===== src/rtl/spam1_fetch_pkg.sv =====
// Shared types and constants for the SPAM-1 instruction fetch/jump sequencer.
package spam1_fetch_pkg;

    typedef enum logic [2:0] {
        ST_WAIT,
        ST_FETCH,
        ST_EXEC,
        ST_TGT,
        ST_LDHI,
        ST_LDLO
    } fetch_state_t;

    localparam logic [3:0] JMP_NIBBLE_DEF = 4'hF;
    localparam int unsigned COND_W = 4;

    // An empty condition mask means "always"; otherwise any selected flag set takes the jump.
    function automatic logic jump_taken(input logic [COND_W-1:0] cond_mask,
                                        input logic [COND_W-1:0] flags);
        return (cond_mask == '0) || (|(cond_mask & flags));
    endfunction

endpackage


===== src/rtl/fetch_sequencer_if.sv =====
// PC / program-ROM / PC-load bus between the fetch sequencer (master) and its surroundings.
interface fetch_sequencer_if #(
    parameter int unsigned AWIDTH = 15
);
    import spam1_fetch_pkg::*;

    logic [7:0]          PCHI;
    logic [7:0]          PCLO;
    logic [7:0]          rom_hi_data;
    logic [7:0]          rom_lo_data;
    logic [COND_W-1:0]   flags;
    logic                hold;

    logic [AWIDTH-1:0]   rom_address;
    logic                _rom_out;
    logic                pc_count_en;
    logic                _PCHITMPin;
    logic                _PCLOin;
    logic                _PCHIin;
    logic [7:0]          D;
    logic [7:0]          IR_HI;
    logic [7:0]          IR_LO;
    logic                ir_valid;

    modport master (
        input  PCHI, PCLO, rom_hi_data, rom_lo_data, flags, hold,
        output rom_address, _rom_out, pc_count_en, _PCHITMPin, _PCLOin, _PCHIin,
               D, IR_HI, IR_LO, ir_valid
    );

    modport slave (
        output PCHI, PCLO, rom_hi_data, rom_lo_data, flags, hold,
        input  rom_address, _rom_out, pc_count_en, _PCHITMPin, _PCLOin, _PCHIin,
               D, IR_HI, IR_LO, ir_valid
    );

endinterface


===== src/rtl/fetch_sequencer_reset_wait_counter.sv =====
// Post-reset idle down-counter: holds off the first fetch for RESET_WAIT cycles.
module reset_wait_counter #(
    parameter int unsigned RESET_WAIT = 2
) (
    input  logic clk,
    input  logic rst,
    input  logic en,
    output logic done
);

    logic [3:0] count;

    // NOTE: sequential state uses non-blocking assignment so every flop samples pre-edge values.
    always_ff @(posedge clk or posedge rst) begin
        if (rst) begin
            count <= 4'(RESET_WAIT);
        end else if (en && (count != 4'd0)) begin
            count <= count - 4'd1;
        end
    end

    assign done = (count == 4'd0);

endmodule


===== src/rtl/fetch_sequencer.sv =====
// Fetch/jump sequencer: fetches {hi,lo} from the ROM pair at PC and loads jump targets into PC.
module fetch_sequencer
    import spam1_fetch_pkg::*;
#(
    parameter int unsigned AWIDTH     = 15,
    parameter logic [3:0]  JMP_NIBBLE = JMP_NIBBLE_DEF,
    parameter int unsigned RESET_WAIT = 2
) (
    input  logic              CP,
    input  logic              MR,
    fetch_sequencer_if.master bus
);

    fetch_state_t state;
    fetch_state_t next_state;

    logic        wait_done;
    logic        taken;
    logic [7:0]  ir_hi_q;
    logic [7:0]  ir_lo_q;
    logic [15:0] target_q;

    logic rom_out_n_q;
    logic pchitmp_n_q;
    logic pclo_n_q;
    logic pchi_n_q;

    reset_wait_counter #(
        .RESET_WAIT(RESET_WAIT)
    ) u_reset_wait (
        .clk (CP),
        .rst (MR),
        .en  (state == ST_WAIT),
        .done(wait_done)
    );

    // Low condition nibble of the jump opcode selects which flags gate the jump.
    assign taken = jump_taken(ir_lo_q[COND_W-1:0], bus.flags);

    always_ff @(posedge CP or posedge MR) begin
        if (MR) begin
            state <= ST_WAIT;
        end else begin
            state <= next_state;
        end
    end

    // NOTE: every signal written here gets a default first, so no latch can be inferred.
    always_comb begin
        next_state      = state;
        bus.pc_count_en = 1'b0;
        bus.ir_valid    = 1'b0;
        bus.D           = 8'h00;

        unique case (state)
            ST_WAIT: begin
                if (wait_done) next_state = ST_FETCH;
            end
            ST_FETCH: begin
                bus.pc_count_en = 1'b1;
                next_state = (bus.rom_hi_data[7:4] == JMP_NIBBLE) ? ST_TGT : ST_EXEC;
            end
            ST_EXEC: begin
                bus.ir_valid = 1'b1;
                if (!bus.hold) next_state = ST_FETCH;
            end
            ST_TGT: begin
                // Untaken jumps step PC over the target word.
                bus.pc_count_en = !taken;
                next_state = taken ? ST_LDHI : ST_FETCH;
            end
            ST_LDHI: begin
                bus.D      = target_q[15:8];
                next_state = ST_LDLO;
            end
            ST_LDLO: begin
                bus.D      = target_q[7:0];
                next_state = ST_FETCH;
            end
            default: begin
                next_state = ST_WAIT;
            end
        endcase
    end

    // Strobes and ROM enable are flops decoded from next_state, so they change glitch-free at the edge.
    always_ff @(posedge CP or posedge MR) begin
        if (MR) begin
            rom_out_n_q <= 1'b1;
            pchitmp_n_q <= 1'b1;
            pclo_n_q    <= 1'b1;
            pchi_n_q    <= 1'b1;
        end else begin
            rom_out_n_q <= !((next_state == ST_FETCH) || (next_state == ST_TGT));
            pchitmp_n_q <= (next_state != ST_LDHI);
            pclo_n_q    <= (next_state != ST_LDLO);
            pchi_n_q    <= (next_state != ST_LDLO);
        end
    end

    always_ff @(posedge CP or posedge MR) begin
        if (MR) begin
            ir_hi_q  <= 8'h00;
            ir_lo_q  <= 8'h00;
            target_q <= 16'h0000;
        end else begin
            if (state == ST_FETCH) begin
                ir_hi_q <= bus.rom_hi_data;
                ir_lo_q <= bus.rom_lo_data;
            end
            if (state == ST_TGT) begin
                target_q <= {bus.rom_hi_data, bus.rom_lo_data};
            end
        end
    end

    // PC is 16 bits wide but the ROM only decodes AWIDTH bits; upper PC bits simply wrap away.
    assign bus.rom_address = {bus.PCHI[AWIDTH-9:0], bus.PCLO};

    generate
        if (AWIDTH < 16) begin : g_pchi_unused
            logic unused_pchi;
            assign unused_pchi = ^bus.PCHI[7:AWIDTH-8];
        end
    endgenerate

    assign bus._rom_out   = rom_out_n_q;
    assign bus._PCHITMPin = pchitmp_n_q;
    assign bus._PCLOin    = pclo_n_q;
    assign bus._PCHIin    = pchi_n_q;
    assign bus.IR_HI      = ir_hi_q;
    assign bus.IR_LO      = ir_lo_q;

endmodule


===== src/flat_wrapper.sv =====
// flat-port wrapper written by rule: the top's interface ports become plain ports
module fetch_sequencer_flat import spam1_fetch_pkg::*;
#(
    parameter int unsigned AWIDTH     = 15,
    parameter logic [3:0]  JMP_NIBBLE = JMP_NIBBLE_DEF,
    parameter int unsigned RESET_WAIT = 2
)
  (CP, MR, bus_PCHI, bus_PCLO, bus_rom_hi_data, bus_rom_lo_data, bus_flags, bus_hold, bus_rom_address, bus__rom_out, bus_pc_count_en, bus__PCHITMPin, bus__PCLOin, bus__PCHIin, bus_D, bus_IR_HI, bus_IR_LO, bus_ir_valid);
  fetch_sequencer_if #(.AWIDTH(AWIDTH)) bus_i ();
  input  logic CP;
  input  logic MR;
  input wire logic [$bits(bus_i.PCHI)-1:0] bus_PCHI;
  input wire logic [$bits(bus_i.PCLO)-1:0] bus_PCLO;
  input wire logic [$bits(bus_i.rom_hi_data)-1:0] bus_rom_hi_data;
  input wire logic [$bits(bus_i.rom_lo_data)-1:0] bus_rom_lo_data;
  input wire logic [$bits(bus_i.flags)-1:0] bus_flags;
  input wire logic [$bits(bus_i.hold)-1:0] bus_hold;
  output wire logic [$bits(bus_i.rom_address)-1:0] bus_rom_address;
  output wire logic [$bits(bus_i._rom_out)-1:0] bus__rom_out;
  output wire logic [$bits(bus_i.pc_count_en)-1:0] bus_pc_count_en;
  output wire logic [$bits(bus_i._PCHITMPin)-1:0] bus__PCHITMPin;
  output wire logic [$bits(bus_i._PCLOin)-1:0] bus__PCLOin;
  output wire logic [$bits(bus_i._PCHIin)-1:0] bus__PCHIin;
  output wire logic [$bits(bus_i.D)-1:0] bus_D;
  output wire logic [$bits(bus_i.IR_HI)-1:0] bus_IR_HI;
  output wire logic [$bits(bus_i.IR_LO)-1:0] bus_IR_LO;
  output wire logic [$bits(bus_i.ir_valid)-1:0] bus_ir_valid;
  assign bus_i.PCHI = bus_PCHI;
  assign bus_i.PCLO = bus_PCLO;
  assign bus_i.rom_hi_data = bus_rom_hi_data;
  assign bus_i.rom_lo_data = bus_rom_lo_data;
  assign bus_i.flags = bus_flags;
  assign bus_i.hold = bus_hold;
  assign bus_rom_address = bus_i.rom_address;
  assign bus__rom_out = bus_i._rom_out;
  assign bus_pc_count_en = bus_i.pc_count_en;
  assign bus__PCHITMPin = bus_i._PCHITMPin;
  assign bus__PCLOin = bus_i._PCLOin;
  assign bus__PCHIin = bus_i._PCHIin;
  assign bus_D = bus_i.D;
  assign bus_IR_HI = bus_i.IR_HI;
  assign bus_IR_LO = bus_i.IR_LO;
  assign bus_ir_valid = bus_i.ir_valid;
  fetch_sequencer #(.AWIDTH(AWIDTH), .JMP_NIBBLE(JMP_NIBBLE), .RESET_WAIT(RESET_WAIT)) u_core (.CP(CP), .MR(MR), .bus(bus_i));
endmodule

===== config.mk =====
export PLATFORM = sky130hd
export DESIGN_NAME = fetch_sequencer_flat
export DESIGN_NICKNAME = d
export VERILOG_FILES = /design/src/rtl/spam1_fetch_pkg.sv /design/src/rtl/fetch_sequencer_if.sv /design/src/rtl/fetch_sequencer_reset_wait_counter.sv /design/src/rtl/fetch_sequencer.sv /design/src/flat_wrapper.sv
export SDC_FILE = /design/constraint.sdc
export NUM_CORES = 1
export LEC_CHECK = 0
export CAP_MARGIN = 20
export CORE_ASPECT_RATIO = 0.9
export CORE_MARGIN = 10
export CORE_UTILIZATION = 32
export DETAILED_ROUTE_END_ITERATION = 10
export GPL_TIMING_DRIVEN = 0
export PLACE_DENSITY = 0.75
export RECOVER_POWER = 50
export SYNTH_ARGS = -nofsm -noshare
export SYNTH_HDL_FRONTEND = slang
export SYNTH_SLANG_ARGS = --single-unit

===== constraint.sdc =====
create_clock -name CP -period 2.6 [get_ports CP]
set_input_delay 0.52 -clock CP [delete_from_list [all_inputs] [get_ports CP]]
set_output_delay 0.52 -clock CP [all_outputs]
set_load 0.05 [all_outputs]

==> results.tsv <==
stage	metric	value	unit
place	dp.cells	324	
synth	synth_warnings	0	
die	boundaryPins	84	
setup_path	cp_slowest_cell	clkdlybuf4s50_1	
pwr	leakage	1.33	nW
routing	wirelength	5200	um
job	drv_cap	1	
run_status	violations	capacitance limit, slew limit	
synth	synth_cell_type_count	34	
clock_network	insertion_delay	0.30	ns
layout	nets	299	
clock_network	cts_tree	done	
sta	fmax	404	MHz
synth	syn_inst	185	
routing	drt_first_pass_iters	4	
clock_network	clockBufferDepth	2	
setup_path	crit_path_end_kind	primary output	
synth	synthesis.area	0.00198	mm2
global_routing	grt_pass1_vias	1619	
synth	ys_async_sr_fraction	100	%
routing	via_per_inst	4.56	
clock_network	clkSinkCount	42	
global_routing	grt_pass1_wl	8300	um
global_routing	grt_start_max_net_pins	43	
place	place.port_buffers	67	
die	start_util	32.7	%
die	design.die.area	0.00973	mm2
routing	drtIter0Drc	59	
pwr	power.total	3.59	mW
synth	ys_seq_elements	42	
sta	slew_headroom	-5.07	%
synth	synth_nets	225	
routing	final_antenna_net_count	0	
synth	synth.avg_cell_area	10.7	um2
clock_network	cts_setup_buffers	0	
sta	setup_viol	0	
setup_path	crit_path_max_incr_delay	0.40	ns
place	detailed_place_hpwl	3990	um
global_routing	grt_overflow	0	
setup_path	critical_path_class	in -> out	
die	core_area	0.00605	mm2
sta	slew_viol_final	43	
sta	grt_setup_unrepaired	no	
clock_network	cts_root_buf	clkbuf_8	
min_path	hold_class	reg -> reg	
setup_path	crit_required	2.08	ns
sta	setup_tns	0	ns
routing	vias	1513	
synth	synth_ff_type	dfrtp_1	
clock_network	clkSlewWorstSetupHoldPaths	0.07	ns
sta	fin_hold_ws	0.476	ns
place	placed_cell_area	0.00274	mm2
layout	syn2layout_area_growth	42.4	%
synth	synth-edff-count	0	
setup_path	cp.buffers_inverters	2	
die	chipWidth	103	um
clock_network	cts_max_level	2	
global_routing	antenna_found_initial	0	
place	gp_congestion	0.737	
pwr	ir_drop	0.730	mV
global_routing	grt_usage	10.9	%
sta	hold_viol_final	0	
sta	period_needed	2.47	ns
layout	fillers	595	
clock_network	cts_buffers	5	
run_status	status	finished, violations left	
layout	drive_gt1_share	16.9	%
pwr	power_density	1270	mW/mm2
setup_path	critPathTopFamily	buffers and inverters	
setup_path	worstPathMaxFanout	3	
die	std_cell_rows	27	
die	die_y	94.6	um
sta	max_slew.worst_pin.slew	1.57	ns
synth	seq_area_frac_synth	53.4	%
layout	final_cell_area	0.00282	mm2
routing	avgRoutedWirePerCell	15.7	um
layout	diodes	0	
setup_path	cp.arrival	1.95	ns
setup_path	cp_cell_sequence	clkdlybuf4s50_1 -> a22o_1 -> o31a_1 -> nor2_1 -> clkdlybuf4s15_2	
sta	fin_crit_sh	95.2	%
routing	drc	0	
sta	finalClockSkew	0.00465	ns
setup_path	startpoint_type	input port	
layout	instances_no_fill	332	
final timing paths:
| path | from | endpoint | slack (ns) | depth (start not counted) |
|---|---|---|---|---|
| hold reg to reg | u_core.target_q[11]$_DFFE_PP0N_ | u_core.target_q[11]$_DFFE_PP0N_ | 0.48 | 2 |
| hold / removal | u_core.target_q[11]$_DFFE_PP0N_ | u_core.target_q[11]$_DFFE_PP0N_ | 0.48 | 2 |
| setup / recovery | bus_flags[0] | bus_pc_count_en | 0.13 | 5 |
| setup reg to reg | u_core.state[2]$_DFF_PP0_ | u_core.bus.IR_HI[5]$_DFFE_PP0P_ | 0.61 | 4 |
| min in group asynchronous | MR | u_core.u_reset_wait.count[0]$_DFFE_PP0P_ | 1.14 | 2 |
| max in group asynchronous | MR | u_core.bus.IR_LO[5]$_DFFE_PP0P_ | 0.54 | 2 |
cell usage in the layout (no fill, tap or decap), drive strengths merged, types with 2 or more instances in the layout:
master	n
nand2	49
a22o	3
mux2	16
dfrtp	38
nand3	2
clkbuf	9
nor4	2
nand3b	2
buf	23
clkdlybuf4s50	56
nor2	11
nand2b	2
or3	3
dlygate4sd2	9
dfstp	4
mux2i	9
inv	5
o21ai	2
per-stage QoR:
step | utilization [%] | setup WS, ns
2_1_floorplan | - | 0.283
3_5_place_dp | 45.3 | -0.317
3_3_place_gp | 45.3 | -0.306
4_1_cts | 46.9 | 0.119
5_1_grt | 46.6 | 0.0640
6_report | 46.6 | 0.125
tightest hold or removal path: stages (launching register included):
cell	delay [ns]
dfrtp_1	0.34
nand2_1	0.05
nand2_1	0.05
report_power, final:
group          switching [mW]  internal [mW]
sequential              0.160          0.956
combinational            1.24          0.736
clock                   0.226          0.268
state kept, by name, indices dropped and copies added, names as in the netlist:
register and flops:
u_core.bus.IR_HI 8, u_core.bus.IR_LO 8, u_core.bus._PCHITMPin 1, u_core.bus._PCLOin 1, u_core.bus._rom_out 1, u_core.state 3, u_core.target_q 16, u_core.u_reset_wait.count 4
cells by family after synthesis:
| logic type | Yosys count | share of synthesized area, % |
|---|---|---|
| adders and majority gates | 1 | 0.633 |
| xor gates and xnor gates | 2 | 0.886 |
| buffers and inverters | 29 | 9.43 |
| muxes | 25 | 13.7 |
| DFF | 42 | 53.4 |
| AOI/OAI and AO/OA | 11 | 4.56 |
| and+or+nand+nor | 75 | 17.4 |
cell usage after synthesis, drive strengths merged (2+ instances only):
library cell  count  share of area [%]
dfrtp            38                 48
nand3b            2               0.76
dfstp             4                5.3
inv               5               0.95
mux2             16                9.1
nand2            49                9.3
nor2             11                2.5
buf              23                8.3
nand2b            2               0.63
nor4              2               0.63
nand3             2               0.51
o21ai             2               0.51
or3               3                1.2
mux2i             9                4.6
a22o              3                1.3
layout make-up:
type | count | area (um2) | area share [%]
Tap cell | 72 | 90.1 | 3.20
Multi-Input combinational cell | 114 | 712 | 25.3
Timing Repair Buffer | 67 | 661 | 23.5
Inverter | 5 | 18.8 | 0.667
Sequential cell | 42 | 1060 | 37.5
Clock buffer | 8 | 110 | 3.91
Buffer | 24 | 168 | 5.96
layer usage:
layer / GRT usage, % / up-vias / share of wire, % / wire [um]
li1: - / 743 / - / -
met1: 11.6 / 708 / 40 / 2080
met5: 0 / - / 0 / 0
met4: 4.63 / 0 / 1.9 / 97
met2: 18.0 / 53 / 47 / 2440
met3: 5.62 / 9 / 11 / 572
timing repair:
action / CTS / global route
hold buffers: 0 / 0
gates resized for setup: 12 / 0
setup endpoints to repair: 10 / 0
Power figures use the tool's default switching activity.
